### config.mk
export PLATFORM = sky130hd
export DESIGN_NAME = maze_solver
export DESIGN_NICKNAME = d
export VERILOG_FILES = /design/src/rtl/maze_pkg.sv /design/src/rtl/maze_solver_dir_stack.sv /design/src/rtl/maze_solver.sv
export SDC_FILE = /design/constraint.sdc
export NUM_CORES = 1
export LEC_CHECK = 0
export CAP_MARGIN = 10
export CORE_ASPECT_RATIO = 0.9
export CORE_MARGIN = 2
export CORE_UTILIZATION = 62
export CTS_CLUSTER_SIZE = 14
export DETAILED_ROUTE_END_ITERATION = 16
export GPL_ROUTABILITY_DRIVEN = 0
export PLACE_DENSITY = 0.79
export SETUP_SLACK_MARGIN = 0.4
export SLEW_MARGIN = 5
export SYNTH_ARGS = -nofsm -noshare
export SYNTH_HDL_FRONTEND = slang
export SYNTH_SLANG_ARGS = --single-unit
### constraint.sdc
create_clock -name clk -period 7.6 [get_ports clk]
set_input_delay 1.52 -clock clk [delete_from_list [all_inputs] [get_ports clk]]
set_output_delay 1.52 -clock clk [all_outputs]
set_load 0.01 [all_outputs]
### src/rtl/maze_pkg.sv
// Shared types and constants for the depth-first maze solver.
package maze_pkg;

    localparam int MAZE_DIM_LOG2 = 4;

    localparam logic [1:0] CELL_FREE    = 2'b00;
    localparam logic [1:0] CELL_WALL    = 2'b01;
    localparam logic [1:0] CELL_VISITED = 2'b10;
    localparam logic [1:0] CELL_PATH    = 2'b11;

    typedef enum logic [1:0] {
        DIR_UP    = 2'd0,
        DIR_RIGHT = 2'd1,
        DIR_DOWN  = 2'd2,
        DIR_LEFT  = 2'd3
    } dir_t;

    // Up<->down and right<->left differ only in the upper bit.
    function automatic dir_t opposite(input dir_t d);
        return dir_t'(d ^ 2'b10);
    endfunction

    typedef enum logic [3:0] {
        S_IDLE,
        S_RD_START,
        S_EV_START,
        S_MARK,
        S_PROBE,
        S_EVAL,
        S_BACK,
        S_PATH,
        S_DONE,
        S_FAIL
    } state_t;

endpackage

### src/rtl/maze_solver_dir_stack.sv
// LIFO of move directions taken by the rat; top-of-stack is the last move.
module dir_stack #(
    parameter int DEPTH_LOG2 = 8
) (
    input  logic       clk,
    input  logic       rst_n,
    input  logic       clr_i,
    input  logic       push_i,
    input  logic       pop_i,
    input  logic [1:0] din_i,
    output logic       empty_o,
    output logic [1:0] top_o
);
    localparam logic [DEPTH_LOG2:0]   SP_ONE  = (DEPTH_LOG2+1)'(1);
    localparam logic [DEPTH_LOG2-1:0] IDX_ONE = DEPTH_LOG2'(1);

    logic [1:0]          mem_q [2**DEPTH_LOG2];
    logic [DEPTH_LOG2:0] sp_q;

    always_ff @(posedge clk or negedge rst_n) begin
        if (!rst_n)      sp_q <= '0;
        else if (clr_i)  sp_q <= '0;
        else if (push_i) sp_q <= sp_q + SP_ONE;
        else if (pop_i)  sp_q <= sp_q - SP_ONE;
    end

    always_ff @(posedge clk) begin
        if (push_i) mem_q[sp_q[DEPTH_LOG2-1:0]] <= din_i;
    end

    assign empty_o = (sp_q == '0);
    assign top_o   = mem_q[sp_q[DEPTH_LOG2-1:0] - IDX_ONE];

    a_no_push_pop: assert property (@(posedge clk) disable iff (!rst_n) !(push_i && pop_i));
    a_no_overflow: assert property (@(posedge clk) disable iff (!rst_n) !(push_i && sp_q[DEPTH_LOG2]));
    a_no_underflow: assert property (@(posedge clk) disable iff (!rst_n) !(pop_i && empty_o));

endmodule

### src/rtl/maze_solver.sv
// Depth-first rat-in-maze solver driving a 2-bit-per-cell maze memory.
// state     | meaning
// IDLE      | waiting for start; done/found hold last result
// RD_START  | read cell (0,0)
// EV_START  | (0,0) wall -> FAIL, else MARK
// MARK      | write visited to rat cell; goal -> PATH
// PROBE     | read neighbour in dir, or skip it if out of bounds
// EVAL      | free neighbour -> move and push, else next dir
// BACK      | pop a move and step back, or FAIL when stack empty
// PATH      | write path to rat cell and unwind one move per cycle
// DONE/FAIL | raise done with found=1/0, return to IDLE
module maze_solver
    import maze_pkg::*;
#(
    parameter int DIM_LOG2 = MAZE_DIM_LOG2,
    parameter int ADR_W    = 16,
    parameter int N        = 2
) (
    input  logic                clk,
    input  logic                rst,
    input  logic                start,
    output logic [ADR_W-1:0]    mem_adr,
    output logic                mem_read,
    output logic                mem_write,
    output logic [N-1:0]        mem_din,
    input  logic [N-1:0]        mem_dout,
    output logic                busy,
    output logic                done,
    output logic                found,
    output logic [DIM_LOG2-1:0] rat_row,
    output logic [DIM_LOG2-1:0] rat_col,
    output logic [8:0]          path_len
);
    localparam logic [DIM_LOG2-1:0] ONE = DIM_LOG2'(1);

    state_t              state_q, state_d;
    logic [DIM_LOG2-1:0] row_q, row_d, col_q, col_d;
    dir_t                dir_q, dir_d;
    logic [8:0]          len_q, len_d, unwind_q, unwind_d;
    logic                found_q, found_d, done_q, done_d;

    logic                stk_clr, stk_push, stk_pop, stk_empty;
    logic [1:0]          stk_top;
    logic [DIM_LOG2-1:0] nb_row, nb_col, bk_row, bk_col, adr_row, adr_col;
    logic                nb_oob, at_goal;

    function automatic logic [2*DIM_LOG2-1:0] step(input logic [DIM_LOG2-1:0] r,
                                                   input logic [DIM_LOG2-1:0] c,
                                                   input dir_t d);
        case (d)
            DIR_UP:    return {r - ONE, c};
            DIR_RIGHT: return {r, c + ONE};
            DIR_DOWN:  return {r + ONE, c};
            default:   return {r, c - ONE};
        endcase
    endfunction

    dir_stack #(.DEPTH_LOG2(2*DIM_LOG2)) u_stack (
        .clk     (clk),
        .rst_n   (rst),
        .clr_i   (stk_clr),
        .push_i  (stk_push),
        .pop_i   (stk_pop),
        .din_i   (dir_q),
        .empty_o (stk_empty),
        .top_o   (stk_top)
    );

    always_ff @(posedge clk or negedge rst) begin
        if (!rst) begin
            state_q  <= S_IDLE;
            row_q    <= '0;
            col_q    <= '0;
            dir_q    <= DIR_UP;
            len_q    <= '0;
            unwind_q <= '0;
            found_q  <= 1'b0;
            done_q   <= 1'b0;
        end else begin
            state_q  <= state_d;
            row_q    <= row_d;
            col_q    <= col_d;
            dir_q    <= dir_d;
            len_q    <= len_d;
            unwind_q <= unwind_d;
            found_q  <= found_d;
            done_q   <= done_d;
        end
    end

    always_comb begin
        nb_oob = 1'b0;
        case (dir_q)
            DIR_UP:    nb_oob = (row_q == '0);
            DIR_RIGHT: nb_oob = (col_q == '1);
            DIR_DOWN:  nb_oob = (row_q == '1);
            default:   nb_oob = (col_q == '0);
        endcase
        {nb_row, nb_col} = step(row_q, col_q, dir_q);
        {bk_row, bk_col} = step(row_q, col_q, opposite(dir_t'(stk_top)));
        at_goal = (row_q == '1) && (col_q == '1);
    end

    always_comb begin
        state_d   = state_q;
        row_d     = row_q;
        col_d     = col_q;
        dir_d     = dir_q;
        len_d     = len_q;
        unwind_d  = unwind_q;
        found_d   = found_q;
        done_d    = done_q;
        stk_clr   = 1'b0;
        stk_push  = 1'b0;
        stk_pop   = 1'b0;
        mem_read  = 1'b0;
        mem_write = 1'b0;
        mem_din   = '0;
        adr_row   = row_q;
        adr_col   = col_q;
        case (state_q)
            S_IDLE: if (start) begin
                row_d   = '0;
                col_d   = '0;
                len_d   = '0;
                found_d = 1'b0;
                done_d  = 1'b0;
                stk_clr = 1'b1;
                state_d = S_RD_START;
            end
            S_RD_START: begin
                mem_read = 1'b1;
                state_d  = S_EV_START;
            end
            S_EV_START: state_d = (mem_dout == N'(CELL_WALL)) ? S_FAIL : S_MARK;
            S_MARK: begin
                mem_write = 1'b1;
                mem_din   = N'(CELL_VISITED);
                if (at_goal) begin
                    unwind_d = len_q;
                    state_d  = S_PATH;
                end else begin
                    dir_d   = DIR_UP;
                    state_d = S_PROBE;
                end
            end
            S_PROBE: begin
                if (nb_oob) begin
                    if (dir_q == DIR_LEFT) state_d = S_BACK;
                    else                   dir_d   = dir_t'(dir_q + 2'd1);
                end else begin
                    mem_read = 1'b1;
                    adr_row  = nb_row;
                    adr_col  = nb_col;
                    state_d  = S_EVAL;
                end
            end
            S_EVAL: begin
                if (mem_dout == N'(CELL_FREE)) begin
                    row_d    = nb_row;
                    col_d    = nb_col;
                    stk_push = 1'b1;
                    len_d    = len_q + 9'd1;
                    state_d  = S_MARK;
                end else if (dir_q == DIR_LEFT) begin
                    state_d = S_BACK;
                end else begin
                    dir_d   = dir_t'(dir_q + 2'd1);
                    state_d = S_PROBE;
                end
            end
            S_BACK: begin
                if (stk_empty) begin
                    state_d = S_FAIL;
                end else begin
                    stk_pop = 1'b1;
                    row_d   = bk_row;
                    col_d   = bk_col;
                    len_d   = len_q - 9'd1;
                    // A popped left move has no directions left to try here.
                    if (stk_top == 2'(DIR_LEFT)) begin
                        state_d = S_BACK;
                    end else begin
                        dir_d   = dir_t'(stk_top + 2'd1);
                        state_d = S_PROBE;
                    end
                end
            end
            S_PATH: begin
                mem_write = 1'b1;
                mem_din   = N'(CELL_PATH);
                if (unwind_q == '0) begin
                    state_d = S_DONE;
                end else begin
                    stk_pop  = 1'b1;
                    row_d    = bk_row;
                    col_d    = bk_col;
                    unwind_d = unwind_q - 9'd1;
                end
            end
            S_DONE: begin
                found_d = 1'b1;
                done_d  = 1'b1;
                state_d = S_IDLE;
            end
            S_FAIL: begin
                found_d = 1'b0;
                done_d  = 1'b1;
                state_d = S_IDLE;
            end
            default: state_d = S_IDLE;
        endcase
    end

    assign mem_adr  = {{(ADR_W-2*DIM_LOG2){1'b0}}, adr_row, adr_col};
    assign busy     = (state_q != S_IDLE);
    assign done     = done_q;
    assign found    = found_q;
    assign rat_row  = row_q;
    assign rat_col  = col_q;
    assign path_len = len_q;

endmodule

# Yosys cells after proc, flatten, opt, wreduce, memory -nomap -nowiden
# Memory sizes are Yosys's and may differ from the RTL's.
# Index checks and enable logic that the tools add are counted.
totals:
  input_bits: 5
  memories: 1
  output_inout_bits: 40
  ram_bits: 512
  ff_bits: 43
  wordCells: 138
op_classes:
  n_bitwise: 1
  eq_ne: 29
  add_sub_neg: 12
  n_reduce_logical: 26
  muxes: 60
mem_list:
  columns: ["name", "depth", "width", "read_ports", "rd_clocked_by_memory_dff", "wr", "line_no", "text"]
  rows:
  - ["u_stack.mem_q", 256, 2, 1, 0, 1, "maze_solver_dir_stack.sv:17", "logic [1:0] mem_q [2**DEPTH_LOG2];"]
op_table:
  columns: ["cell", "count"]
  rows:
  - ["9-bit two-way mux", 8]
  - ["4-bit two-way mux", 17]
  - ["8-bit one-hot mux with 3 select lines", 2]
  - ["4-bit one-hot mux with 4 select lines", 2]
  - ["4-bit one-hot mux with 8 select lines", 1]
  - ["9-bit one-hot mux with 3 select lines", 1]
  - ["9-bit by 1-bit subtractor with 9-bit output, second input constant", 3]
  - ["2-bit inequality test, second input constant", 10]
  - ["9-bit by 1-bit adder with 9-bit output, second input constant", 2]
  - ["9-bit zero test", 2]
  - ["2-bit two-way mux", 9]
  - ["9-bit one-hot mux with 2 select lines", 1]
  - ["4-bit by 3-bit == test with 1-bit output, second input constant", 4]
  - ["4-bit == test, second input constant", 4]
  - ["4-bit zero test", 3]
  - ["4-bit nonzero test", 3]
  - ["1-bit two-way mux", 11]
  - ["3-bit nonzero test", 3]
  - ["4-bit by 1-bit adder with 4-bit output, second input constant", 2]
  - ["2-bit == test, second input constant", 4]
  - ["4-bit by 2-bit == test with 1-bit output, second input constant", 2]
  - ["2-bit one-hot mux with 4 select lines", 1]
  - ["4-bit by 1-bit subtractor with 4-bit output, second input constant", 2]
  - ["8-bit by 1-bit subtractor with 8-bit output, second input constant", 1]
  - ["other kinds (18)", 30]

# Logic depth before layout (Yosys ltp)
# Gate-level depths: netlist of run 1.
# An unclocked memory read counts as a cell.
logic_depth:
  ltp_word: 7
  ltp_mapped: 20
  ltp_nobuf: 15

# By module
# A second synthesis of run 1 with hierarchy kept.
hier_totals:
  hier_cells: 1642
  area_unflattened_um2: 24888.9
modules_own_cells:
  columns: ["mod", "cells_each", "seq_area_each_um2", "area_each_um2", "n_inst"]
  rows:
  - ["dir_stack", 1281, 15600.0, 21976.1, 1]
  - ["maze_solver", 361, 850.8, 2912.8, 1]

# Worst setup path after synthesis of run 1
# No wires, ideal clock.
synth_path:
  path_kind: "register to output"
  from: "register dir_q[1]"
  to: "output mem_adr[1]"
  path_buffers: 0
  arrival_ps: 4627
  slack_ps: 1453
  required_ps: 6080
  path_stages_with_launch: 8
  path_cell_list: "dfrtp_1 or4b_2 o21ai_0 o21ai_0 nand2_1 inv_1 nand2_1 a21oi_1"
synth_via:
  elab_chain_cells: 4
  word_cells_on_any_way: 7
  cone_classes: "eq/ne (2); mux (4); reduce/logical (1)"
synth_lines:
  columns: ["element", "line_no", "text"]
  rows:
  - ["start: declaration", "maze_solver.sv:38", "dir_t dir_q, dir_d;"]
  - ["start signal: assignment", "maze_solver.sv:83", "dir_q <= dir_d;"]
  - ["2-bit == test, or another cell as far along", "maze_solver.sv:50, maze_solver.sv:93", null]
  - ["8-bit one-hot mux with 3 select lines / 1-bit one-hot mux with 3 select lines (equally long branches)", "maze_solver.sv:50, maze_solver.sv:93", null]
  - ["4-bit two-way mux (*)", "maze_solver.sv:148", "if (nb_oob) begin"]
  - ["4-bit two-way mux (*)", "maze_solver.sv:121", "case (state_q)"]
  - ["end: declaration", "maze_solver.sv:22", "output logic [ADR_W-1:0] mem_adr,"]
# Every way passes the cells marked *; elsewhere a longest branch is shown, timed or not.

# Final worst setup path of run 1
layout_path:
  from: "register u_stack.sp_q[1]"
  to: "register col_q[2], in the netlist rat_col[2]"
layout_via:
  elab_chain_cells: 7
  word_cells_on_any_way: 13
  cone_classes: "add/sub (1); eq/ne (3); mux (4); bitwise (1); reduce/logical (3); memory (1)"
layout_lines:
  columns: ["element", "line_no", "text"]
  rows:
  - ["start: declaration", "maze_solver_dir_stack.sv:18", "logic [DEPTH_LOG2:0] sp_q;"]
  - ["start signal: assignment", "maze_solver_dir_stack.sv:23", "else if (push_i) sp_q <= sp_q + SP_ONE;"]
  - ["start signal: assignment", "maze_solver_dir_stack.sv:24", "else if (pop_i) sp_q <= sp_q - SP_ONE;"]
  - ["8-bit by 1-bit subtractor with 8-bit output", "maze_solver_dir_stack.sv:32", "assign top_o = mem_q[sp_q[DEPTH_LOG2-1:0] - IDX_ONE];"]
  - ["memory 256 x 2 bit", null, null]
  - ["1-bit inverter (no line)", null, null]
  - ["2-bit == test, or another cell as far along", "maze_solver.sv:50", "case (d)"]
  - ["8-bit one-hot mux with 3 select lines", "maze_solver.sv:50", null]
  - ["4-bit two-way mux (on tied branches)", "maze_solver.sv:192, maze_solver.sv:173", null]
  - ["4-bit one-hot mux with 4 select lines", "maze_solver.sv:121", null]
  - ["end signal: assignment", "maze_solver.sv:82", "col_q <= col_d;"]
  - ["end: declaration", "maze_solver.sv:37", "logic [DIM_LOG2-1:0] row_q, row_d, col_q, col_d;"]
# Parallel ways exist; a longest one is shown, timed or not. The select of a mux whose other input is x is not followed.
# A chain may end at the register's enable or synchronous reset.

==> results of run 1 <==
-- flip-flops by register name (all words and copies together), names as in the netlist --
register       cells
found              1
done               1
dir_q              2
u_stack.sp_q       9
rat_row            4
u_stack.mem_q    512
path_len           9
state_q            4
unwind_q           9
rat_col            4
-- cells in the final DEF, fill, tap and decap left out, drive strengths merged, types with 12 or more instances in the layout --
cell type,n
clkdlybuf4s50,35
nand2b,12
nor2b,14
buf,28
nor2,315
xnor2,18
dfrtp,43
nor3,20
a21oi,38
o21ai,47
mux2i,40
ha,24
a32oi,18
clkinv,29
nand2,150
xor2,12
clkbuf,63
inv,28
mux4,119
edfxtp,512
nand3,40
-- power groups by stage --
stage	sequential (uW)	clock [uW]	combinational (uW)
6_report	3810	2450	4540
5_1_grt	3830	2580	4810
4_1_cts	3800	2470	4470
3_5_place_dp	3870	0	4430
3_3_place_gp	3860	0	4350
2_1_floorplan	3840	0	3220
-- kinds of logic after synthesis --
kind of cell / Yosys count / share of synthesized area
XOR/XNOR: 30 / 0.0117
AO/OA/AOI/OAI: 186 / 0.0515
multiplexers: 165 / 0.128
AND/OR/NAND/NOR: 602 / 0.104
buffers and inverters: 144 / 0.0273
other: 1 / 0.000151
flip-flops: 555 / 0.664
adder cells (fa/ha/maj): 26 / 0.0137
-- metrics by stage --
step | total power (uW) | worst slack [ns]
after floorplan | 7060 | 1.45
after global placement | 8210 | 2.54
after detailed placement | 8300 | 2.48
after CTS | 10700 | 2.34
after global routing | 11200 | 2.03
final | 10800 | 2.19
-- layout make-up --
| class | count | area [um2] |
|---|---|---|
| multi-input cells | 1017 | 7720 |
| inverters | 28 | 105 |
| fillers | 2643 | 12300 |
| well taps | 532 | 666 |
| flip-flops and latches | 555 | 16500 |
| repair buffers | 63 | 591 |
| clock buffers | 63 | 1390 |
| clock inverters | 32 | 185 |
-- final timing paths --
path | cells after the start | to | slack [ns]
setup / recovery | 12 | rat_col[2]$_DFFE_PN0P_ | 2.19
hold / removal | 1 | done$_DFFE_PN0P_ | 0.51
setup reg to reg | 12 | rat_col[2]$_DFFE_PN0P_ | 2.19
hold reg to reg | 1 | done$_DFFE_PN0P_ | 0.51
max in group asynchronous | 1 | dir_q[1]$_DFFE_PN0P_ | 5.78
min in group asynchronous | 1 | u_stack.sp_q[0]$_DFFE_PN0P_ | 1.09
-- critical path, cell delays in order, from the launching register on --
cell and delay (ns):
dfrtp_1 0.56, inv_1 0.21, ha_4 0.93, buf_4 0.57
mux4_2 0.38, mux2i_1 0.27, a32oi_1 0.14, a41o_1 0.34
nor4_1 0.86, a21o_1 0.37, a21oi_1 0.18, a222oi_1 0.30
o41ai_1 0.14
-- metal layers --
layer | wire length (um) | vias to the layer above | GRT usage
li1 | - | 6481 | -
met1 | 22500 | 7521 | 0.408
met2 | 27100 | 960 | 0.438
met3 | 7130 | 143 | 0.0756
met4 | 1780 | 0 | 0.0880
met5 | 0 | - | 0
==> reports/metrics.cfg, run 1 <==
[outcome]
status = finished, final reports clean

[synthesis]
ys_types = 85
synth-edff-count = 512
synth_area_um2 = 24800
synth.top_cell.area_share = 0.620
avgSynthCellArea_um2 = 14.5
synthTopCellsByArea = edfxtp_1 (62%), mux4_2 (10%), nor2_1 (4.8%)
synth-main-ff-cell = edfxtp_1
async_reset_ff_frac = 0.0775
yosysMostFrequentCell = edfxtp_1
ys_seq_area_frac = 0.664
ys_ff_latch = 555
yosys_warnings = 0
synth_cells = 1709
synth_largest_area_cell = edfxtp_1
yosys-top-cells-count = edfxtp_1 (512), nor2_1 (315), nand2_1 (149), mux4_2 (114), clkbuf_1 (68)

[global_route]
antenna_found_initial = 0
grt_max_degree = 119
grt_pass1_wl_mm = 89.0
grt_pass1_vias = 15000
track_usage = 0.285
grt_overflow_total = 0

[floorplan]
die_h_um = 194
core-area_um2 = 39500
io_pins = 45
start_util = 0.628
die-area_um2 = 41600
row_count = 69
die-width_um = 215

[routing]
dr.pass1.iters = 6
wl_per_cell_um = 25.6
dr_total_vias = 15100
first_iter_violations = 2190
ant_nets = 0
totalWireLength_mm = 58.5
routed_via_density = 6.60
drcViolationCount = 0

[final_layout]
areaGrowthSynthToFinish_pct = 9.37
nets = 1749
final_cells = 2290
post-route-util = 0.687
drive_gt1_frac = 0.138
diodes = 0
final_area_um2 = 27100

[clocking]
cts.repair.resized = 0
clkSinkCount = 555
cts_max_level = 2
postCtsSetupBuffers = 0
root_buffer = clkbuf_16
cts_tree = done
path_clk_slew_ns = 0.07
clock_path_buffers = 3
cts_buffers = 53
clock_latency_ns = 0.61
cts.hold.buffers_added = 0

[worst_setup_path]
path_max_fanout = 60
crit_required_ns = 8.05
cp-startpoint = u_stack.sp_q[1]$_DFFE_PN0P_
arrival_ns = 5.86
r2r_start = u_stack.sp_q[1]$_DFFE_PN0P_
worstSetupPathType = flip-flop to flip-flop
critPathCaptureType = flip-flop
startpoint_type = flip-flop

[pwr]
p_sw_uw = 4100
leakage_uw = 0.00897
combPwrFrac = 0.420
intPower_uw = 6690
pwr-share-seq = 0.353
pwr-share-clk = 0.227
swShare = 0.380
power_density_nw_per_um2 = 398
vdd_drop_max_mv = 0.376

[min_path]
worstHoldStart = done$_DFFE_PN0P_
hp-class = flip-flop to flip-flop

[sta]
hold_violations = 0
grt_setup_unrepaired = no
whs_ns = 0.506
fmax_ghz = 0.185
post-route-period-util = 0.712
fin_worst_skew_ns = 0.0199
finalSetupViolCount = 0
slew_headroom = 0.162
min_period_ns = 5.41
maxSlewViolCount = 0
tns_ns = 0
worstMarginPinSlew_ns = 1.25

[placement]
port_buffers = 36
dp_cells = 2194
dp_hpwl_mm = 34.8
placed_area_um2 = 25500

[run]
cap_violations = 0

(Power assumes the default switching activity.)
==> run 2, diff against run 1 <==
clock period = 5.6 ns   (was 7.6 ns; I/O delays follow)
==> reports/metrics.cfg, run 2 (synthesis results as in run 1) <==
[global_route]
grt_pass1_vias = 14900  ; was 15000
grt_max_degree = 241  ; was 119
grt_pass1_wl_mm = 89.7  ; was 89.0 mm
grt_overflow_total = 0  ; unchanged
track_usage = 0.286  ; was 0.285
antenna_found_initial = 0  ; unchanged
grt.met2_usage = 0.430  ; was 0.438
busiest_layer = met2  ; unchanged
grt_use_met3 = 0.0596  ; was 0.0756
met1_usage = 0.420  ; was 0.408

[floorplan]
core-area_um2 = 39500  ; unchanged
die-width_um = 215  ; unchanged
die-area_um2 = 41600  ; unchanged
start_util = 0.628  ; unchanged
die_h_um = 194  ; unchanged
io_pins = 45  ; unchanged
row_count = 69  ; unchanged

[routing]
routed_via_density = 6.60  ; about the same
dr.pass1.iters = 5  ; was 6
dr_total_vias = 15200  ; was 15100
first_iter_violations = 2246  ; was 2190
totalWireLength_mm = 58.1  ; was 58.5 mm
ant_nets = 0  ; unchanged
drcViolationCount = 0  ; unchanged
wl_per_cell_um = 25.2  ; was 25.6 um

[worst_setup_path]
r2r_start = u_stack.sp_q[0]$_DFFE_PN0P_  ; was u_stack.sp_q[1]$_DFFE_PN0P_
critical_path.max_stage_delay_ns = 0.65  ; was 0.93 ns
r2r-end = rat_row[2]$_DFFE_PN0P_  ; was rat_col[2]$_DFFE_PN0P_
critPathCaptureType = flip-flop  ; unchanged
crit_top_cell = a311oi_1
cp-startpoint = u_stack.sp_q[0]$_DFFE_PN0P_  ; was u_stack.sp_q[1]$_DFFE_PN0P_
crit_chain = inv_2 > ha_4 > or3b_2 > a311oi_1 > or2_1 > a311oi_1 > a211oi_1 > o32ai_4 > mux2i_1 > mux2_1 > a221o_1  ; was inv_1 > ha_4 > buf_4 > mux4_2 > mux2i_1 > a32oi_1 > a41o_1 > nor4_1 > a21o_1 > a21oi_1 > a222oi_1 > o41ai_1
cp_slowest_cell = a311oi_1  ; was ha_4
path_max_fanout = 15  ; was 60
crit_end = rat_row[2]$_DFFE_PN0P_  ; was rat_col[2]$_DFFE_PN0P_
r2r_cells = 11  ; was 12
crit_required_ns = 6.09  ; was 8.05 ns
reg2reg_slack_ns = 0.68  ; was 2.19 ns
startpoint_type = flip-flop  ; unchanged
worstSetupPathType = flip-flop to flip-flop  ; unchanged
arrival_ns = 5.42  ; was 5.86 ns

[sta]
grt_setup_unrepaired = no  ; unchanged
tns_ns = 0  ; unchanged
min_period_ns = 4.92  ; was 5.41 ns
fmax_ghz = 0.203  ; was 0.185 GHz
post-route-period-util = 0.879  ; was 0.712
worstMarginPinSlew_ns = 1.32  ; was 1.25 ns
finalSetupViolCount = 0  ; unchanged
slew_headroom = 0.120  ; was 0.162
fin_worst_skew_ns = 0.0282  ; was 0.0199 ns
hold_violations = 0  ; unchanged
maxSlewViolCount = 0  ; unchanged

[clocking]
cts_buffers = 54  ; was 53
cts_max_level = 2  ; unchanged
postCtsSetupBuffers = 0  ; unchanged
root_buffer = clkbuf_16  ; unchanged
cts.repair.resized = 0  ; unchanged
clkSinkCount = 555  ; unchanged
clock_path_buffers = 3  ; unchanged
clock_latency_ns = 0.63  ; was 0.61 ns
path_clk_slew_ns = 0.06  ; was 0.07 ns
cts.hold.buffers_added = 0  ; unchanged
cts_tree = done  ; unchanged

[pwr]
pwr-share-clk = 0.242  ; was 0.227
intPower_uw = 9400  ; was 6690 uW
leakage_uw = 0.00909  ; was 0.00897 uW
swShare = 0.373  ; was 0.380
pwr-share-seq = 0.339  ; was 0.353
power_density_nw_per_um2 = 549  ; was 398 nW/um2
p_sw_uw = 5600  ; was 4100 uW
vdd_drop_max_mv = 0.394  ; was 0.376 mV
combPwrFrac = 0.419  ; was 0.420

[placement]
dp_hpwl_mm = 34.7  ; was 34.8 mm
placed_area_um2 = 25600  ; was 25500 um2
port_buffers = 36  ; unchanged

[final_layout]
final_cell_mix = edfxtp_1 (512), nor2_1 (315), nand2_1 (149), mux4_2 (114), clkbuf_16 (54)  ; unchanged
areaGrowthSynthToFinish_pct = 10.3  ; was 9.37%
largest_register_ffs = 512  ; unchanged
diodes = 0  ; unchanged
nets = 1755  ; was 1749
final_common_cell = edfxtp_1  ; unchanged
drive_gt1_frac = 0.143  ; was 0.138
final_area_um2 = 27300  ; was 27100 um2

[min_path]
hp-class = flip-flop to flip-flop  ; unchanged
min_path_cells = 1  ; unchanged

[run]
cap_violations = 0  ; unchanged

[outcome]
status = finished, final reports clean  ; unchanged

run 2: final cells by class:
type | instances | area [um2]
well taps | 532 | 666
inverters | 28 | 105
flip-flops and latches | 555 | 16500
repair buffers | 68 | 631
multi-input cells | 1017 | 7710
clock buffers | 61 | 1380
fillers | 2568 | 12100
clock inverters | 40 | 379
run 2: power groups by stage:
stage,combinational [uW],sequential [uW],clock (uW)
final,6290,5080,3630
after global routing,6670,5100,3820
after CTS,6200,5070,3650
after detailed placement,6160,5160,0
after global placement,6060,5150,0
after floorplan,4370,5180,0
run 2: per-layer routing:
metal | up-vias | wire length, um | share of wire
met3 | 136 | 6180 | 0.11
met4 | 0 | 1960 | 0.034
met1 | 7640 | 23100 | 0.40
li1 | 6497 | - | -
met5 | - | 0 | 0
met2 | 911 | 26800 | 0.46
run 2: worst min path at each step:
stage | start | to | slack (ns)
CTS | done$_DFFE_PN0P_ | done$_DFFE_PN0P_ | 0.51
detailed placement | done$_DFFE_PN0P_ | done$_DFFE_PN0P_ | 0.49
global route | done$_DFFE_PN0P_ | done$_DFFE_PN0P_ | 0.52
finish | done$_DFFE_PN0P_ | done$_DFFE_PN0P_ | 0.51
global placement | done$_DFFE_PN0P_ | done$_DFFE_PN0P_ | 0.49
floorplan | unwind_q[3]$_DFFE_PN0P_ | unwind_q[3]$_DFFE_PN0P_ | 0.47
run 2: per-stage QoR:
step	cells	worst slack [ns]	utilization	hold slack, ns	total power [uW]
finish	2301	0.676	0.693	0.508	15000
global placement	2199	0.265	0.648	0.495	11200
CTS	2301	0.859	0.693	0.505	14900
global route	2301	0.560	0.693	0.519	15600
floorplan	1716	1.08	-	0.474	9550
detailed placement	2200	0.880	0.648	0.492	11300
run 2: critical path: cells and delay by family, from the launching register on:
family,cells,cell delay [ns]
AO/OA/AOI/OAI,5,2.01
AND/OR/NAND/NOR,2,1.02
multiplexers,2,0.62
flip-flops,1,0.50
adder cells (fa/ha/maj),1,0.36
buffers and inverters,1,0.28
